--- config.mk ---
export PLATFORM = sky130hd
export DESIGN_NAME = load_store_unit
export DESIGN_NICKNAME = d
export VERILOG_FILES = /design/src/rtl/load_store_unit.sv
export SDC_FILE = /design/constraint.sdc
export NUM_CORES = 1
export LEC_CHECK = 0
export CORE_UTILIZATION = 43
export CTS_CLUSTER_DIAMETER = 60
export CTS_CLUSTER_SIZE = 40
export DETAILED_ROUTE_END_ITERATION = 16
export GPL_ROUTABILITY_DRIVEN = 1
export HOLD_SLACK_MARGIN = 0.15
export PLACE_DENSITY_LB_ADDON = 0.15
export SYNTH_ARGS = -nofsm -noshare
export SYNTH_HDL_FRONTEND = slang
export SYNTH_SLANG_ARGS = --single-unit
--- constraint.sdc ---
create_clock -name clock -period 1.9 [get_ports clock]
set_clock_uncertainty 0.05 [all_clocks]
set_input_delay 0.285 -clock clock [delete_from_list [all_inputs] [get_ports clock]]
set_output_delay 0.285 -clock clock [all_outputs]
set_load 0.03 [all_outputs]
--- src/rtl/load_store_unit.sv ---
`default_nettype none
// =============================================================================
// load_store_unit : big-endian load/store engine, sub-word stores done as RMW.
// Rev 1.0 -- define MISALIGN_TRAP_EN to enable the misaligned-access FAULT path.
// =============================================================================
module load_store_unit #(
  parameter int MEM_LAT = 1
) (
  input  logic        clock,
  input  logic        reset,
  input  logic        req_valid,
  output logic        req_ready,
  input  logic [2:0]  req_op,
  input  logic [31:0] req_addr,
  input  logic [31:0] req_wdata,
  output logic        resp_valid,
  output logic [31:0] resp_rdata,
  output logic        resp_fault,
  output logic [31:0] fault_addr,
  output logic [31:0] mem_addr,
  output logic        mem_wr,
  output logic [31:0] mem_wdata,
  input  logic [31:0] mem_rdata
);

  localparam logic [2:0] OP_LW  = 3'd0;
  localparam logic [2:0] OP_LH  = 3'd1;
  localparam logic [2:0] OP_LHU = 3'd2;
  localparam logic [2:0] OP_LB  = 3'd3;
  localparam logic [2:0] OP_LBU = 3'd4;
  localparam logic [2:0] OP_SW  = 3'd5;
  localparam logic [2:0] OP_SH  = 3'd6;
  localparam logic [2:0] OP_SB  = 3'd7;

  typedef enum logic [2:0] {
    S_IDLE,
    S_READ,
    S_WRITE,
`ifdef MISALIGN_TRAP_EN
    S_FAULT,
`endif
    S_RESP
  } state_t;

  state_t      state, state_n;
  logic [2:0]  op_q;
  logic [31:0] addr_q, cur_addr;
  logic [15:0] wdata_q;
  logic [2:0]  cnt;
  logic        accept, is_sub_store, to_fault;

  assign req_ready    = (state == S_IDLE) && reset;
  assign accept       = req_valid && req_ready;
  assign cur_addr     = (state == S_IDLE) ? req_addr : addr_q;
  assign is_sub_store = (op_q == OP_SH) || (op_q == OP_SB);

`ifdef MISALIGN_TRAP_EN
  logic misaligned;
  always_comb begin
    case (req_op)
      OP_LW, OP_SW:         misaligned = (req_addr[1:0] != 2'b00);
      OP_LH, OP_LHU, OP_SH: misaligned = req_addr[0];
      default:              misaligned = 1'b0;
    endcase
  end
  assign to_fault = (state_n == S_FAULT);
`else
  assign to_fault = 1'b0;
`endif

  // Offset 0 is the most significant byte (big-endian).
  function automatic logic [31:0] extract(input logic [2:0] op, input logic [1:0] off,
                                          input logic [31:0] w);
    logic [7:0]  b;
    logic [15:0] h;
    case (off)
      2'd0:    b = w[31:24];
      2'd1:    b = w[23:16];
      2'd2:    b = w[15:8];
      default: b = w[7:0];
    endcase
    h = off[1] ? w[15:0] : w[31:16];
    case (op)
      OP_LH:   extract = {{16{h[15]}}, h};
      OP_LHU:  extract = {16'h0000, h};
      OP_LB:   extract = {{24{b[7]}}, b};
      OP_LBU:  extract = {24'h000000, b};
      default: extract = w;
    endcase
  endfunction

  function automatic logic [31:0] merge(input logic [2:0] op, input logic [1:0] off,
                                        input logic [31:0] w, input logic [15:0] d);
    logic [31:0] m;
    m = w;
    if (op == OP_SH) begin
      if (off[1]) m[15:0] = d;
      else        m[31:16] = d;
    end else begin
      case (off)
        2'd0:    m[31:24] = d[7:0];
        2'd1:    m[23:16] = d[7:0];
        2'd2:    m[15:8]  = d[7:0];
        default: m[7:0]   = d[7:0];
      endcase
    end
    merge = m;
  endfunction

  always_comb begin
    state_n = state;
    case (state)
      S_IDLE: begin
        if (accept) begin
          state_n = (req_op == OP_SW) ? S_WRITE : S_READ;
`ifdef MISALIGN_TRAP_EN
          if (misaligned) state_n = S_FAULT;
`endif
        end
      end
      S_READ:  if (cnt == 3'd1) state_n = is_sub_store ? S_WRITE : S_RESP;
      S_WRITE: state_n = S_RESP;
      default: state_n = S_IDLE;
    endcase
  end

  // All memory/response outputs are registered from the next state.
  always_ff @(posedge clock or negedge reset) begin
    if (!reset) begin
      state      <= S_IDLE;
      op_q       <= '0;
      addr_q     <= '0;
      wdata_q    <= '0;
      cnt        <= '0;
      mem_addr   <= '0;
      mem_wr     <= 1'b0;
      mem_wdata  <= '0;
      resp_valid <= 1'b0;
      resp_fault <= 1'b0;
      resp_rdata <= '0;
      fault_addr <= '0;
    end else begin
      state      <= state_n;
      mem_wr     <= (state_n == S_WRITE);
      mem_addr   <= (state_n == S_READ || state_n == S_WRITE) ? {cur_addr[31:2], 2'b00} : '0;
      resp_valid <= (state_n == S_RESP) || to_fault;
      resp_fault <= to_fault;
      if (to_fault) fault_addr <= req_addr;
      if (accept) begin
        op_q    <= req_op;
        addr_q  <= req_addr;
        wdata_q <= req_wdata[15:0];
        cnt     <= 3'(MEM_LAT);
      end else if (state == S_READ) begin
        cnt <= cnt - 3'd1;
      end
      if (state == S_IDLE && state_n == S_WRITE) mem_wdata <= req_wdata;
      if (state == S_READ && cnt == 3'd1) begin
        if (is_sub_store) mem_wdata  <= merge(op_q, addr_q[1:0], mem_rdata, wdata_q);
        else              resp_rdata <= extract(op_q, addr_q[1:0], mem_rdata);
      end
      if (state == S_WRITE) resp_rdata <= '0;
    end
  end

endmodule
`default_nettype wire

=== Yosys cells after proc, flatten, opt, wreduce, memory -nomap -nowiden ===
Cells that the tools add are included.

* Bits in registers: 155
* Output and inout bits: 132
* Logic and storage cells: 64

* $add $sub $neg: 1
* Eq/ne operators: 16
* Muxes and demuxes: 25
* Reduce and logical (&&, ||, !) cells: 12

{| class="wikitable"
|+ Operators by type and width
! kind !! number
|-
| two-way mux 32 bit || 9
|-
| one-hot mux 32 bit (4 select lines) || 1
|-
| two-way mux 16 bit || 3
|-
| two-way mux 8 bit || 4
|-
| one-hot mux 8 bit (3 select lines) || 1
|-
| == test 3 x 2 -> 1 bit, second input constant || 5
|-
| == test 3 x 1 -> 1 bit, second input constant || 4
|-
| == test 3 bit, second input constant || 4
|-
| two-way mux 3 bit || 4
|-
| one-hot mux 3 bit (3 select lines) || 1
|-
| logical AND 1 bit || 4
|-
| nonzero test 2 bit || 2
|-
| logical NOT 3 bit || 1
|-
| OR reduction 3 bit || 1
|-
| subtractor 3 x 1 -> 3 bit, second input constant || 1
|-
| == test 2 x 1 -> 1 bit, second input constant || 1
|-
| == test 2 bit, second input constant || 1
|-
| logical NOT 2 bit || 1
|-
| logical OR 1 bit || 2
|-
| two-way mux 2 bit || 1
|-
| inequality test 2 x 1 -> 1 bit, second input constant || 1
|-
| AND reduction 2 bit || 1
|-
| two-way mux 1 bit || 1
|}

=== Logic depth before layout (Yosys ltp) ===
* Depth in word-level cells: 10
* Mapped depth: 7
* Mapped depth without buffers: 6

=== Worst setup path before layout ===
No wires, ideal clock.

* Path type: reg-to-reg
* Start point: reg state[1]
* End point: reg mem_wdata[24]
* Setup time: 131 ps
* Arrival time: 1733 ps
* Required time: 1719 ps
* Slack: -14 ps
* Stages on the path, launching flop included: 7
* Path buffers: 2
* Period minus slack after synthesis: 1914 ps
* Cell sequence: dfrtp_1 or3b_1 buf_2 or3_4 buf_2 a221oi_1 a21oi_1

* Word-level cells in the longest chain between the ends: 10
* Elaborated cells between the ends (all ways): 14
* Those cells by class: 3 x eq/ne; 6 x mux; 5 x reduce/logical

{| class="wikitable"
|+ Ends and longest elaborated chain
! what !! RTL line !! text
|-
| start: declaration || 45 || <nowiki>state_t state, state_n;</nowiki>
|-
| start signal: assignment || 143 || <nowiki>state <= state_n;</nowiki>
|-
| logical NOT 3 bit || 52, 112, 157 ||
|-
| logical AND 1 bit || 52 || <nowiki>assign req_ready = (state == S_IDLE) && reset;</nowiki>
|-
| logical AND 1 bit || 53 || <nowiki>assign accept = req_valid && req_ready;</nowiki>
|-
| two-way mux 3 bit || 114 || <nowiki>if (accept) begin</nowiki>
|-
| one-hot mux 3 bit (3 select lines) || 112 || <nowiki>case (state)</nowiki>
|-
| == test 3 x 2 -> 1 bit || 157 || <nowiki>if (state == S_IDLE && state_n == S_WRITE) mem_wdata <= req_wdata;</nowiki>
|-
| logical AND 1 bit || 157 ||
|-
| two-way mux 32 bit || 157 ||
|-
| two-way mux 32 bit || 159 || <nowiki>if (is_sub_store) mem_wdata <= merge(op_q, addr_q[1:0], mem_rdata, wdata_q);</nowiki>
|-
| two-way mux 32 bit * || 158 || <nowiki>if (state == S_READ && cnt == 3'd1) begin</nowiki>
|-
| end signal: assignment || 157 ||
|-
| end signal: assignment || 159 ||
|-
| end: declaration || 22 || <nowiki>output logic [31:0] mem_wdata,</nowiki>
|}

Mark *: on every way between the ends. The rest lies on a longest branch, timed or not.
A chain may end at the register's enable or synchronous reset.

=== Final worst setup path ===
* Start point: reg op_q[0]
* End point: reg resp_rdata[1]

* Word-level cells in the longest chain between the ends: 5
* Elaborated cells between the ends (all ways): 13
* Those cells by class: 7 x eq/ne; 4 x mux; 2 x reduce/logical

{| class="wikitable"
|+ Ends and longest elaborated chain
! what !! RTL line !! text
|-
| start: declaration || 46 || <nowiki>logic [2:0] op_q;</nowiki>
|-
| start signal: assignment || 150 || <nowiki>op_q <= req_op;</nowiki>
|-
| == test 3 bit (tied with other cells) || 83 || <nowiki>case (op)</nowiki>
|-
| one-hot mux 32 bit (4 select lines) || 83 ||
|-
| two-way mux 32 bit || 159 ||
|-
| two-way mux 32 bit || 158 ||
|-
| two-way mux 32 bit || 162 || <nowiki>if (state == S_WRITE) resp_rdata <= '0;</nowiki>
|-
| end signal: assignment || 160 || <nowiki>else resp_rdata <= extract(op_q, addr_q[1:0], mem_rdata);</nowiki>
|-
| end: declaration || 17 || <nowiki>output logic [31:0] resp_rdata,</nowiki>
|}

Several ways; a longest one is shown, not always the timed one. The select of a mux whose other input is x is not followed.

==> flow_summary.toml <==
[critical_path]
timing_worst_setup_path_type = "reg2reg"
rr_worst_depth = 5
critPathMaxFanout = 33
cp_slowest_cell = "a311oi_1"
cp-end-kind = "flip-flop"
required_ps = 2140
cp.arrival_ps = 2170
crit_path_start_kind = "flip-flop"
cpPeakStageDelay_ps = 520
crit_chain = "buf_12 -> nor2b_2 -> a22oi_1 -> a311oi_1 -> o41ai_2"

[power]
pwr-share-seq_pct = 30.1
powerDensity_nw_per_um2 = 1547
p_clk_share_pct = 19.9
power_mw = 17.73
pwr-share-comb_pct = 50.0
power_switching_share_pct = 41.16
p_switching_mw = 7.297
intPower_mw = 10.43
irDropWorstVdd_mv = 0.9288
power_leakage_nw = 5.019

[yosys]
post_synth_num_cell_types = 49
synth_edf_count = 0
synth.yosys.seq_area_share_pct = 48.17
synth_area_leaders = "dfrtp_1 (48%), mux2i_1 (10%), mux2_2 (9.1%)"
synthTopCellsByCount = "dfrtp_1 (153), nand2_1 (122), mux2i_1 (83)"
synth_top_cell_by_area = "dfrtp_1"
syn_area_per_cell_um2 = 10.32
netlist.area_leader.share_pct = 48.17
yosys_warnings = 0
synth.most_common_cell = "dfrtp_1"
syn_inst = 770
synth-main-ff-cell = "dfrtp_1"
async_flop_share_pct = 100.0
ys_ff_latch = 153
syn-cell-area_um2 = 7949

[cts]
numCtsBuffers = 17
root_buffer = "clkbuf_16"
clk_path_buf_depth = 2
cts_num_sinks = 153
cts_tree = "built"
clock_latency_ps = 430
htree_levels = 4
clk_pin_slew_ps = 70

[run_status]
status = "finished with violations"
failed_checks = "negative setup slack"

[global_routing]
antenna_found_initial = 0
grt.overflow.total = 0
grt_max_degree = 154
grt_pass1_vias = 6530
grt_pass1_wl_um = 36430
grt_usage_pct = 25.67

[route]
ant_nets = 0
drt_iter0_drc = 431
wl_um = 24350
num_vias = 6823
viasPerCell = 5.458
avgRoutedWirePerCell_um = 19.48
drtPass1Iterations = 5
drt_drc_violations_left = 0

[cells_and_area]
fillers = 1492
fin_cells = 1250
fin_nets = 1112
areaGrowthSynthToFinish_pct = 44.14
layout-drive-gt1-share_pct = 20.86
antenna_cells = 0
finish.utilization_pct = 63.56

[hold_path]
hold_depth = 3
hold_path.class = "in2reg"

[floorplanning]
rows = 49
ios = 234
die_w_um = 138.0
dieArea_um2 = 19030
coreArea_um2 = 18020
initial_core_util_pct = 44.10
die_h_um = 138.0

[sta]
max_freq_ghz = 0.5173
finalCritPeriodShare_pct = 101.8
worst_slack_ps = -33.25
setup_viol = 2
report.final.slew_viol_count = 0
worstMarginPinSlew_ps = 825.6
rsz0062_at_grt = "yes"
finalSetupTns_ps = -39.74
maxSlewHeadroom_pct = 44.96
min_period_ps = 1933
finalHoldViolCount = 0

[place]
portBuffers = 198
gp_congestion = 0.8735
placedCellCount = 1208
dpl.hpwl_um = 15950

[job]
maxCapViolCount = 0
-- cells in the final DEF (no fill, tap or decap), drive strengths merged, types with 30 or more instances in the layout --
cell type      Yosys  layout
a21oi             62      62
mux2i             83      83
buf               58      72
conb               1      36
nand2            122     122
nor2              30      30
clkdlybuf4s50      0     195
o21ai             33      33
dfrtp            153     153
mux2              64      64
-- cell type report --
class / instances / area [um2] / share of cell area, %
clock inverters: 15 / 177.7 / 1.551
repair buffers: 272 / 2776 / 24.23
multi-input cells: 555 / 3920 / 34.21
flip-flops and latches: 153 / 3830 / 33.43
clock buffers: 17 / 425.4 / 3.713
well taps: 229 / 286.5 / 2.501
inverters: 9 / 41.29 / 0.3604
-- sequential cells by signal, summed over array words and instances, names as in the netlist --
signal	cells
resp_valid	1
cnt	3
op_q	3
resp_rdata	32
state	3
addr_q	32
wdata_q	16
mem_wdata	32
mem_wr	1
mem_addr	30
-- metal layers --
layer  GRT usage [%]  up-vias  wire length, um  part of all wire [%]
met5               0        -                0                     0
met4           11.47        0              884                   3.6
met3           6.140       57             2132                   8.8
met2           39.78      303            11220                    46
met1           34.04     3314            10110                    42
li1                -     3149                -                     -
-- worst max-delay path: cells and delay by family (launching register included) --
kind / cells / cell delay (ps)
AOI/OAI and AO/OA: 3 / 770
DFF: 1 / 400
and+or+nand+nor: 1 / 380
buffers and inverters: 1 / 200
-- path summary, 6_finish.rpt --
kind / start / to / slack [ps]
max: op_q[0] / resp_rdata[1] / -30
min: req_addr[9] / mem_addr[9] / 370
max reg2reg: op_q[0] / resp_rdata[1] / -30
min reg2reg: resp_rdata[8] / resp_rdata[8] / 430
max in group asynchronous: reset / addr_q[1] / 570
min in group asynchronous: reset / resp_rdata[7] / 630
-- logic make-up (layout without fill, tap and decap cells) --
logic type / Yosys count / in the layout / share of synthesized area [%]
flops: 153 / 153 / 48.17
buf+inv: 99 / 313 / 6.832
other cells: 1 / 36 / 0.04718
fa+ha+maj: 2 / 2 / 0.3148
mux: 149 / 149 / 20.08
simple gates: 201 / 203 / 11.32
xor+xnor: 3 / 3 / 0.3306
compound gates: 162 / 162 / 12.91
-- power by group through the flow --
| stage | logic, mW | clock network [mW] | registers (mW) |
|---|---|---|---|
| after detailed placement | 8.43 | 0 | 5.35 |
| after global routing | 9.58 | 3.72 | 5.48 |
| after floorplan | 3.85 | 0 | 6.66 |
| after CTS | 8.53 | 3.57 | 5.32 |
| after global placement | 8.35 | 0 | 5.33 |
| final | 8.87 | 3.52 | 5.33 |
-- through the flow --
step | instance area (um2) | worst slack, ps | hold WS [ps]
floorplan | 8087 | -4.970 | -60.59
global placement | 10470 | -402.1 | 413.5
detailed placement | 10470 | -416.0 | 417.3
CTS | 11170 | -68.38 | 358.5
global route | 11460 | -124.4 | 379.3
finish | 11460 | -33.25 | 368.8
-- timing repair --
| action | in CTS | in global routing |
|---|---|---|
| hold endpoints to repair | 153 | 0 |
| pin swaps | 5 | 14 |
| hold buffers | 1 | 0 |
| buffers inserted | 1 | 1 |
| endpoints found under the setup margin | 66 | 62 |
| resized for setup | 9 | 48 |
| cloned | 3 | 4 |
No activity file was read; power rests on OpenSTA's default activity.
